File: config.mk
export PLATFORM = sky130hd
export DESIGN_NAME = audio_receiver
export DESIGN_NICKNAME = d
export VERILOG_FILES = /design/src/rtl/audio_pkg.sv /design/src/rtl/audio_receiver_bit_sync.sv /design/src/rtl/audio_receiver.sv
export SDC_FILE = /design/constraint.sdc
export NUM_CORES = 1
export LEC_CHECK = 0
export CAP_MARGIN = 10
export CORE_ASPECT_RATIO = 0.9
export CORE_UTILIZATION = 30
export CTS_CLUSTER_DIAMETER = 50
export DETAILED_ROUTE_END_ITERATION = 16
export GPL_TIMING_DRIVEN = 0
export HOLD_SLACK_MARGIN = 0.06
export SYNTH_ARGS = -nofsm -noshare
export SYNTH_HDL_FRONTEND = slang
export SYNTH_SLANG_ARGS = --single-unit
File: constraint.sdc
create_clock -name clk -period 3 [get_ports clk]
set_input_delay 0.45 -clock clk [delete_from_list [all_inputs] [get_ports clk]]
set_output_delay 0.45 -clock clk [all_outputs]
set_load 0.03 [all_outputs]
File: src/rtl/audio_pkg.sv
// Shared I2S-style audio constants: default word width, receiver state encoding, channel polarity.
package audio_pkg;

  localparam int unsigned DATA_W_DEF = 16;
  localparam logic        WS_LEFT    = 1'b0;

  typedef enum logic [1:0] {
    StIdle  = 2'd0,
    StLeft  = 2'd1,
    StRight = 2'd2
  } state_t;

endpackage

File: src/rtl/audio_receiver_bit_sync.sv
// Multi-flop synchronizer for one asynchronous bit, plus a one-clk rising-edge strobe.
module bit_sync #(
  parameter int unsigned SYNC_STAGES = 2
) (
  input  logic clk,
  input  logic rst_n,
  input  logic i_d,
  output logic o_q,
  output logic o_rise
);

  logic [SYNC_STAGES-1:0] r_sync;
  logic                   r_prev;

  always_ff @(posedge clk or negedge rst_n) begin
    if (!rst_n) begin
      r_sync <= '0;
      r_prev <= 1'b0;
    end else begin
      r_sync <= (r_sync << 1) | SYNC_STAGES'(i_d);
      r_prev <= r_sync[SYNC_STAGES-1];
    end
  end

  assign o_q    = r_sync[SYNC_STAGES-1];
  assign o_rise = o_q & ~r_prev;

endmodule

File: src/rtl/audio_receiver.sv
// Left-justified serial audio receiver: ws edge marks the MSB; pairs a left word with the next right.
module audio_receiver
  import audio_pkg::*;
#(
  parameter int unsigned DATA_W      = DATA_W_DEF,
  parameter int unsigned SYNC_STAGES = 2
) (
  input  logic              clk,
  input  logic              rst_n,
  input  logic              au_bck,
  input  logic              au_ws,
  input  logic              au_data,
  output logic [DATA_W-1:0] au_left,
  output logic [DATA_W-1:0] au_right,
  output logic              sample_valid,
  output logic              frame_err,
  output logic              locked
);

  localparam int unsigned          CNT_W    = $clog2(DATA_W + 1);
  localparam logic [CNT_W-1:0]     CNT_FULL = CNT_W'(DATA_W);

  logic                   w_bck_q, w_rise, w_ws, w_data;
  logic [SYNC_STAGES-1:0] r_ws_sync, r_data_sync;

  bit_sync #(
    .SYNC_STAGES(SYNC_STAGES)
  ) u_bck_sync (
    .clk   (clk),
    .rst_n (rst_n),
    .i_d   (au_bck),
    .o_q   (w_bck_q),
    .o_rise(w_rise)
  );

  // Same depth as the bck path so ws/data line up with the detected edge.
  always_ff @(posedge clk or negedge rst_n) begin
    if (!rst_n) begin
      r_ws_sync   <= '0;
      r_data_sync <= '0;
    end else begin
      r_ws_sync   <= (r_ws_sync << 1) | SYNC_STAGES'(au_ws);
      r_data_sync <= (r_data_sync << 1) | SYNC_STAGES'(au_data);
    end
  end

  assign w_ws   = r_ws_sync[SYNC_STAGES-1];
  assign w_data = r_data_sync[SYNC_STAGES-1];

  state_t            r_state, w_state_nxt;
  logic              r_ws_prev, r_left_ok;
  logic [CNT_W-1:0]  r_cnt, w_cnt_nxt;
  logic [DATA_W-1:0] r_shift, w_shift_nxt, r_left_hold;
  logic [DATA_W-1:0] r_au_left, r_au_right;
  logic              r_valid, r_err, r_locked;
  logic              w_new, w_start, w_take, w_err, w_done;

  always_comb begin
    w_new       = (w_ws != r_ws_prev);
    w_state_nxt = r_state;
    w_start     = 1'b0;
    w_take      = 1'b0;
    w_err       = 1'b0;
    case (r_state)
      StIdle: begin
        if (w_new && (w_ws == WS_LEFT)) begin
          w_state_nxt = StLeft;
          w_start     = 1'b1;
        end
      end
      default: begin
        if (w_new) begin
          w_state_nxt = (w_ws == WS_LEFT) ? StLeft : StRight;
          w_start     = 1'b1;
          w_err       = (r_cnt < CNT_FULL);
        end else if (r_cnt < CNT_FULL) begin
          w_take = 1'b1;
        end
      end
    endcase
    w_cnt_nxt   = r_cnt;
    w_shift_nxt = r_shift;
    if (w_start) begin
      w_cnt_nxt   = CNT_W'(1);
      w_shift_nxt = DATA_W'(w_data);
    end else if (w_take) begin
      w_cnt_nxt   = r_cnt + CNT_W'(1);
      w_shift_nxt = (r_shift << 1) | DATA_W'(w_data);
    end
    w_done = (w_start || w_take) && (w_cnt_nxt == CNT_FULL);
  end

  always_ff @(posedge clk or negedge rst_n) begin
    if (!rst_n) begin
      r_state     <= StIdle;
      r_ws_prev   <= 1'b0;
      r_cnt       <= '0;
      r_shift     <= '0;
      r_left_hold <= '0;
      r_left_ok   <= 1'b0;
      r_au_left   <= '0;
      r_au_right  <= '0;
      r_valid     <= 1'b0;
      r_err       <= 1'b0;
      r_locked    <= 1'b0;
    end else begin
      r_valid <= 1'b0;
      r_err   <= 1'b0;
      if (w_rise) begin
        r_ws_prev <= w_ws;
        r_state   <= w_state_nxt;
        r_cnt     <= w_cnt_nxt;
        r_shift   <= w_shift_nxt;
        if (w_err) begin
          r_err     <= 1'b1;
          r_left_ok <= 1'b0;
        end
        if (w_start && (w_state_nxt == StLeft)) begin
          r_left_ok <= 1'b0;
        end
        if (w_done) begin
          if (w_state_nxt == StLeft) begin
            r_left_hold <= w_shift_nxt;
            r_left_ok   <= 1'b1;
          end else if (r_left_ok && !w_err) begin
            r_au_left  <= r_left_hold;
            r_au_right <= w_shift_nxt;
            r_valid    <= 1'b1;
            r_locked   <= 1'b1;
          end
        end
      end
    end
  end

  assign au_left      = r_au_left;
  assign au_right     = r_au_right;
  assign sample_valid = r_valid;
  assign frame_err    = r_err;
  assign locked       = r_locked;

endmodule
==> results.md, run 1 <==
* Status: completed
* Rel. slew slack at 66.72%
* Vias per std cell at 4.803
* # nets final at 322
* Bufs on Longest Clock Path at 2
* Routability Congestion at 0.7923
* Distinct cells, synth at 34
* Power Dens Cells at 580.4 mW/mm^2
* Hold Violations, Final at 0
* Number of gates resized after cts at 0
* Pre-antenna DRT Iters at 4
* Final design utilization at 39.52%
* Total GRT Usage at 12.77%
* Gr busiest metal: met2
* Routed Antenna Nets at 0
* Fmax at 399.1 MHz
* DRC viols at 0
* Final Non-Filler Cells at 476
* Global route total overflow at 0
* First-pass GRT wire length at 12380 microns
* Clock slew at reported path FFs at 60 ps
* FFs w/ async S/R, synth at 100.0%
* CP Data Arrival Time at 2730 ps
* Ys flop type: dfrtp_1
* CTS root buf: clkbuf_16
* Die area at 0.01259 sq mm
* DP Wirelength at 4873 microns
* Final min period at 2506 ps
* CP required at 3220 ps
* Placed Area at 0.004254 sq mm
* Max Transition Viols Final at 0
* Syn_area_per_cell at 13.85 sq um
* Crit end category: flip-flop
* Crit path from: r_ws_sync[1]
* Crit Reg-Reg Startpoint: r_ws_sync[1]
* Met1 GRT Util at 17.98%
* CTS Hold Bufs at 1
* Synthesized flop and latch total at 83
* Final-report setup violation count at 0
* Port Buf Inserts at 39
* Vias at 2286
* Die Span Y at 106.6 microns
* Post-Syn Instances at 263
* Met2 usage at 18.45%
* Fin area at 0.004592 sq mm
* Ant diodes at 0
* Initial Util at 31.36%
* Clk sinks at 83
* Synth-to-layout area growth at 26.03%
* Max-cap check violation count at 0
* RSZ-0062 raised after global routing: false
* Grt met3 use at 3.594%
* Sequential share of the synthesized area at 57.01%
* First DRT Iteration DRCs at 105
* DRT Wirelength at 7411 microns
* Initial antenna violation count at 0
* Clock skew at 8.426 ps
* Vias in the first global route at 2349
* Synthesized cell area at 0.003643 sq mm
* Worst Hold Class: flip-flop to flip-flop
* Core area at 0.01162 sq mm
* Part of the cycle the worst path needs at 83.52%
* Worst Path Class, Setup: flip-flop to flip-flop
* Number of synthesis warnings at 0
* Setup bufs post-CTS at 0
* Startpoint class of the critical path: flip-flop
* Largest fanout on the critical path at 10
* H-tree depth reported by CTS at 3
* Syn nets at 270
* Die Wd at 118.2 microns
* Setup TNS at 0 ps
* Pleak at 0.002175 uW
* Row Count at 37
* CTS Buf Count at 9
* Inst Count DP at 459
* Ratio of cells with drive above 1 in the final layout at 26.88%
* Measured slew at the worst slew-check pin at 499.1 ps
* TritonCTS clock tree: built
* Largest net degree at the start of global routing at 73
* I/O pins at 40
* DR WL/cell at 15.57 microns
* Peak supply drop at 0.2483 mV
* Skew-Pair Late Insertion Delay at 350 ps
* Worst hold start: r_ws_sync[0]
* Number of synthesized flops with an enable pin at 0
[path summary, 6_finish.rpt]
check,depth (start not counted),slack [ps],to
setup reg to reg,8,490,au_right[10]
setup / recovery,8,490,au_right[10]
min in group asynchronous,2,490,sample_valid
hold / removal,0,350,r_ws_sync[1]
hold reg to reg,0,350,r_ws_sync[1]
max in group asynchronous,3,1920,au_left[7]
[kinds of logic after synthesis]
kind of cell / count (synthesis) / share of synthesized area [%]
AND/OR/NAND/NOR: 39 / 7.315
AO/OA/AOI/OAI: 67 / 11.81
multiplexers: 51 / 19.54
flip-flops: 83 / 57.01
buffers and inverters: 21 / 3.640
adder cells (fa/ha/maj): 2 / 0.6867
[state kept, by name, summed over array words and instances, names as in the netlist]
| signal | cells |
|---|---|
| r_left_hold | 16 |
| sample_valid | 1 |
| locked | 1 |
| r_state | 2 |
| r_ws_prev | 1 |
| au_right | 16 |
| u_bck_sync.r_prev | 1 |
| u_bck_sync.r_sync | 2 |
| r_ws_sync | 2 |
| au_left | 16 |
| r_cnt | 5 |
| r_left_ok | 1 |
| r_shift | 16 |
| frame_err | 1 |
| r_data_sync | 2 |
[report_power, final]
| group | switching [uW] | internal, uW |
|---|---|---|
| logic | 154 | 94.2 |
| clock network | 460 | 756 |
| registers | 42.8 | 1160 |
| total | 656 | 2010 |
[layout by cell type, fill, tap and decap left out, types with 2 or more instances in the layout]
cell type,instances
clkbuf_1,7
mux2_4,37
mux2_2,13
nor4_1,2
inv_1,5
nand3_1,16
buf_6,3
nand2_1,4
o21ai_2,2
clkbuf_16,9
nor2_1,3
o21ai_0,22
buf_2,4
buf_4,2
nor3_2,2
o21a_1,2
ha_1,2
nor2b_1,2
nand2b_1,2
bufinv_16,2
dfrtp_1,83
a22o_1,18
clkdlybuf4s50_1,38
a21oi_1,20
buf_8,2
[cell type report]
| class | instances | area [sq um] |
|---|---|---|
| timing repair buffer | 41 | 425.4 |
| sequential | 83 | 2077 |
| fill | 1094 | 7028 |
| inverter | 5 | 18.77 |
| multi-input combinational | 159 | 1434 |
| tap | 156 | 195.2 |
| clock inverter | 5 | 85.08 |
| buffer | 16 | 113.9 |
| clock buffer | 11 | 242.7 |
[synth_stat cells (all sizes together) (3+ instances only)]
cell     n  area (sq um)
buf     10         91.34
nor3     4         41.29
a21oi   20         100.1
nand3   17         97.60
nand2    4         15.01
inv      5         18.77
clkbuf   6         22.52
mux2    50         701.9
a22o    18         157.7
nor2     3         11.26
dfrtp   83          2077
o21ai   24         127.6
nor4     3         33.78
[metal layers]
layer	up-vias	share of wire, %
li1	1063	-
met1	1141	51
met2	69	43
met3	13	4.9
met4	0	1.4
met5	-	0
[metrics by stage]
step | setup WS, ps | hold slack (ps) | total power [uW]
2_1_floorplan | 786.6 | 154.4 | 1378
3_3_place_gp | -1506 | 336.9 | 1457
3_5_place_dp | 555.5 | 309.8 | 1467
4_1_cts | 501.0 | 348.3 | 2695
5_1_grt | 304.9 | 350.7 | 2764
6_report | 494.4 | 346.9 | 2665
[worst max-delay path: stages (launching register included)]
cell and delay (ps):
dfrtp_1 450, inv_1 110, ha_1 310, buf_2 180, o21a_1 210, a311oi_2 300, nand3b_4 290, buf_6 210
mux2_4 320
Power figures use the tool's default switching activity.
==> inputs of run 2 (changes only) <==
==> constraint.sdc (replaced) <==
create_clock -name clk -period 2.6 [get_ports clk]
set_input_delay 0.39 -clock clk [delete_from_list [all_inputs] [get_ports clk]]
set_output_delay 0.39 -clock clk [all_outputs]
set_load 0.03 [all_outputs]
==> results.md, run 2 (same netlist as run 1, synthesis figures left out) <==
* Port Buf Inserts at 39
* Max-cap check violation count at 0
* CTS root buf: clkbuf_16
* Synth-to-layout area growth at 26.72%
* Global route total overflow at 0
* DRC viols at 0
* TritonCTS clock tree: built
* Internal power at 2318 uW
* Row Count at 37
* DP Wirelength at 4873 microns
* DRT Wirelength at 7420 microns
* Measured slew at the worst slew-check pin at 476.4 ps
* Max Transition Viols Final at 0
* Crit end category: flip-flop
* Final design utilization at 39.73%
* Area of the multi-input gates at 0.001434 sq mm
* Core area at 0.01162 sq mm
* Delay-heaviest family, CP: compound AO/OA/AOI/OAI gates
* Pleak at 0.002191 uW
* CP Data Arrival Time at 2710 ps
* Initial antenna violation count at 0
* Die Wd at 118.2 microns
* Die Span Y at 106.6 microns
* Vias at 2280
* Die area at 0.01259 sq mm
* Clk sinks at 83
* Routability Congestion at 0.7923
* Startpoint class of the critical path: flip-flop
* CP Buf/Inv Count at 3
* Vias in the first global route at 2349
* Gate power share at 9.3%
* Final min period at 2485 ps
* First DRT Iteration DRCs at 124
* Fmax at 402.5 MHz
* First-pass GRT wire length at 12380 microns
* Rel. slew slack at 68.14%
* Bufs on Longest Clock Path at 2
* Net switching power figure at 753.6 uW
* Peak supply drop at 0.2864 mV
* Ratio of cells with drive above 1 in the final layout at 28.17%
* Largest fanout on the critical path at 10
* Register share of total power at 45.1%
* Power Dens Cells at 665.3 mW/mm^2
* Pwr Total at 3072 uW
* Hold Violations, Final at 0
* # nets final at 325
* Routed Antenna Nets at 0
* Clock slew at reported path FFs at 60 ps
* Pre-antenna DRT Iters at 6
* H-tree depth reported by CTS at 3
* Ant diodes at 0
* Critical Path Stages at 8
* Sequential cell area at 0.002078 sq mm
* Worst path slowest cell: dfrtp_2
* Switching share of power at 24.53%
* I/O pins at 40
* # fillers at 1094
* Vias per std cell at 4.760
* Worst hold path cell count at 0
* CP required at 2820 ps
* CP max stage delay at 420 ps
* RSZ-0062 raised after global routing: false
* Skew-Pair Late Insertion Delay at 340 ps
* Status: completed
* DR WL/cell at 15.49 microns
* Final-report setup violation count at 0
* Largest net degree at the start of global routing at 73
* Worst Path Class, Setup: flip-flop to flip-flop
* Commonest non-fill, non-tap cell in the layout: dfrtp_1
* Clk pwr share at 45.6%
* Part of the cycle the worst path needs at 95.56%
* Initial Util at 31.36%
* Total GRT Usage at 12.77%
* Worst Hold Class: flip-flop to flip-flop
* Clock skew at 7.786 ps
* CTS Buf Count at 9
* Most frequent cells in the layout: 82 x dfrtp_1, 38 x clkdlybuf4s50_1, 37 x mux2_4
* Reg2Reg Depth at 8
* CP cell instances: inv_1 > ha_1 > buf_2 > o21a_1 > a311oi_2 > nand3b_4 > buf_6 > mux2_4
run 2: worst register-to-register path: stages, from the launching register on:
cell,delay (ps)
dfrtp_2,420
inv_1,90
ha_1,300
buf_2,180
o21a_1,210
a311oi_2,350
nand3b_4,280
buf_6,210
mux2_4,330
run 2: per-layer routing:
layer	vias to the layer above	global-route usage (%)	part of all wire, %
met2	76	18.45	43
met4	0	4.853	1.4
met1	1123	17.98	50
met3	13	3.594	5.1
li1	1068	-	-
met5	-	0	0
run 2: area by class of cell:
class                      instances  share of cell area [%]
timing repair buffer              44                   9.702
clock inverter                     5                   1.843
inverter                           5                  0.4065
buffer                            16                   2.493
multi-input combinational        159                   31.06
tap                              156                   4.228
clock buffer                      11                   5.257
sequential                        83                   45.01
run 2: power groups by stage:
stage / combinational, uW / sequential (uW) / clock, uW
2_1_floorplan: 193 / 1400 / 0
3_3_place_gp: 275 / 1410 / 0
3_5_place_dp: 285 / 1410 / 0
4_1_cts: 290 / 1380 / 1440
5_1_grt: 324 / 1390 / 1480
6_report: 285 / 1380 / 1400
run 2: final timing paths:
kind | to | slack (ps) | startpoint
max | au_right[10] | 120 | r_ws_sync[1]
min | r_ws_sync[1] | 350 | r_ws_sync[0]
max reg2reg | au_right[10] | 120 | r_ws_sync[1]
min reg2reg | r_ws_sync[1] | 350 | r_ws_sync[0]
max in group asynchronous | r_left_hold[12] | 1580 | rst_n
min in group asynchronous | sample_valid | 440 | rst_n
run 2: per-stage QoR:
stage	setup WS [ps]	cell area [sq um]	hold slack [ps]	instances	TNS, ps
detailed placement	155.5	4254	249.8	459	0
floorplan	386.6	3643	94.41	263	0
CTS	101.0	4592	348.3	476	0
finish	115.4	4617	346.8	479	0
global placement	-1846	4229	336.9	458	-152740
global route	19.86	4617	350.7	479	0
run 2: repair_timing:
action | CTS | global route
buffers inserted | 0 | 3
endpoints found under the hold margin | 11 | 0
setup endpoints to repair | 0 | 19
hold buffers | 1 | 0
gates resized for setup | 0 | 3
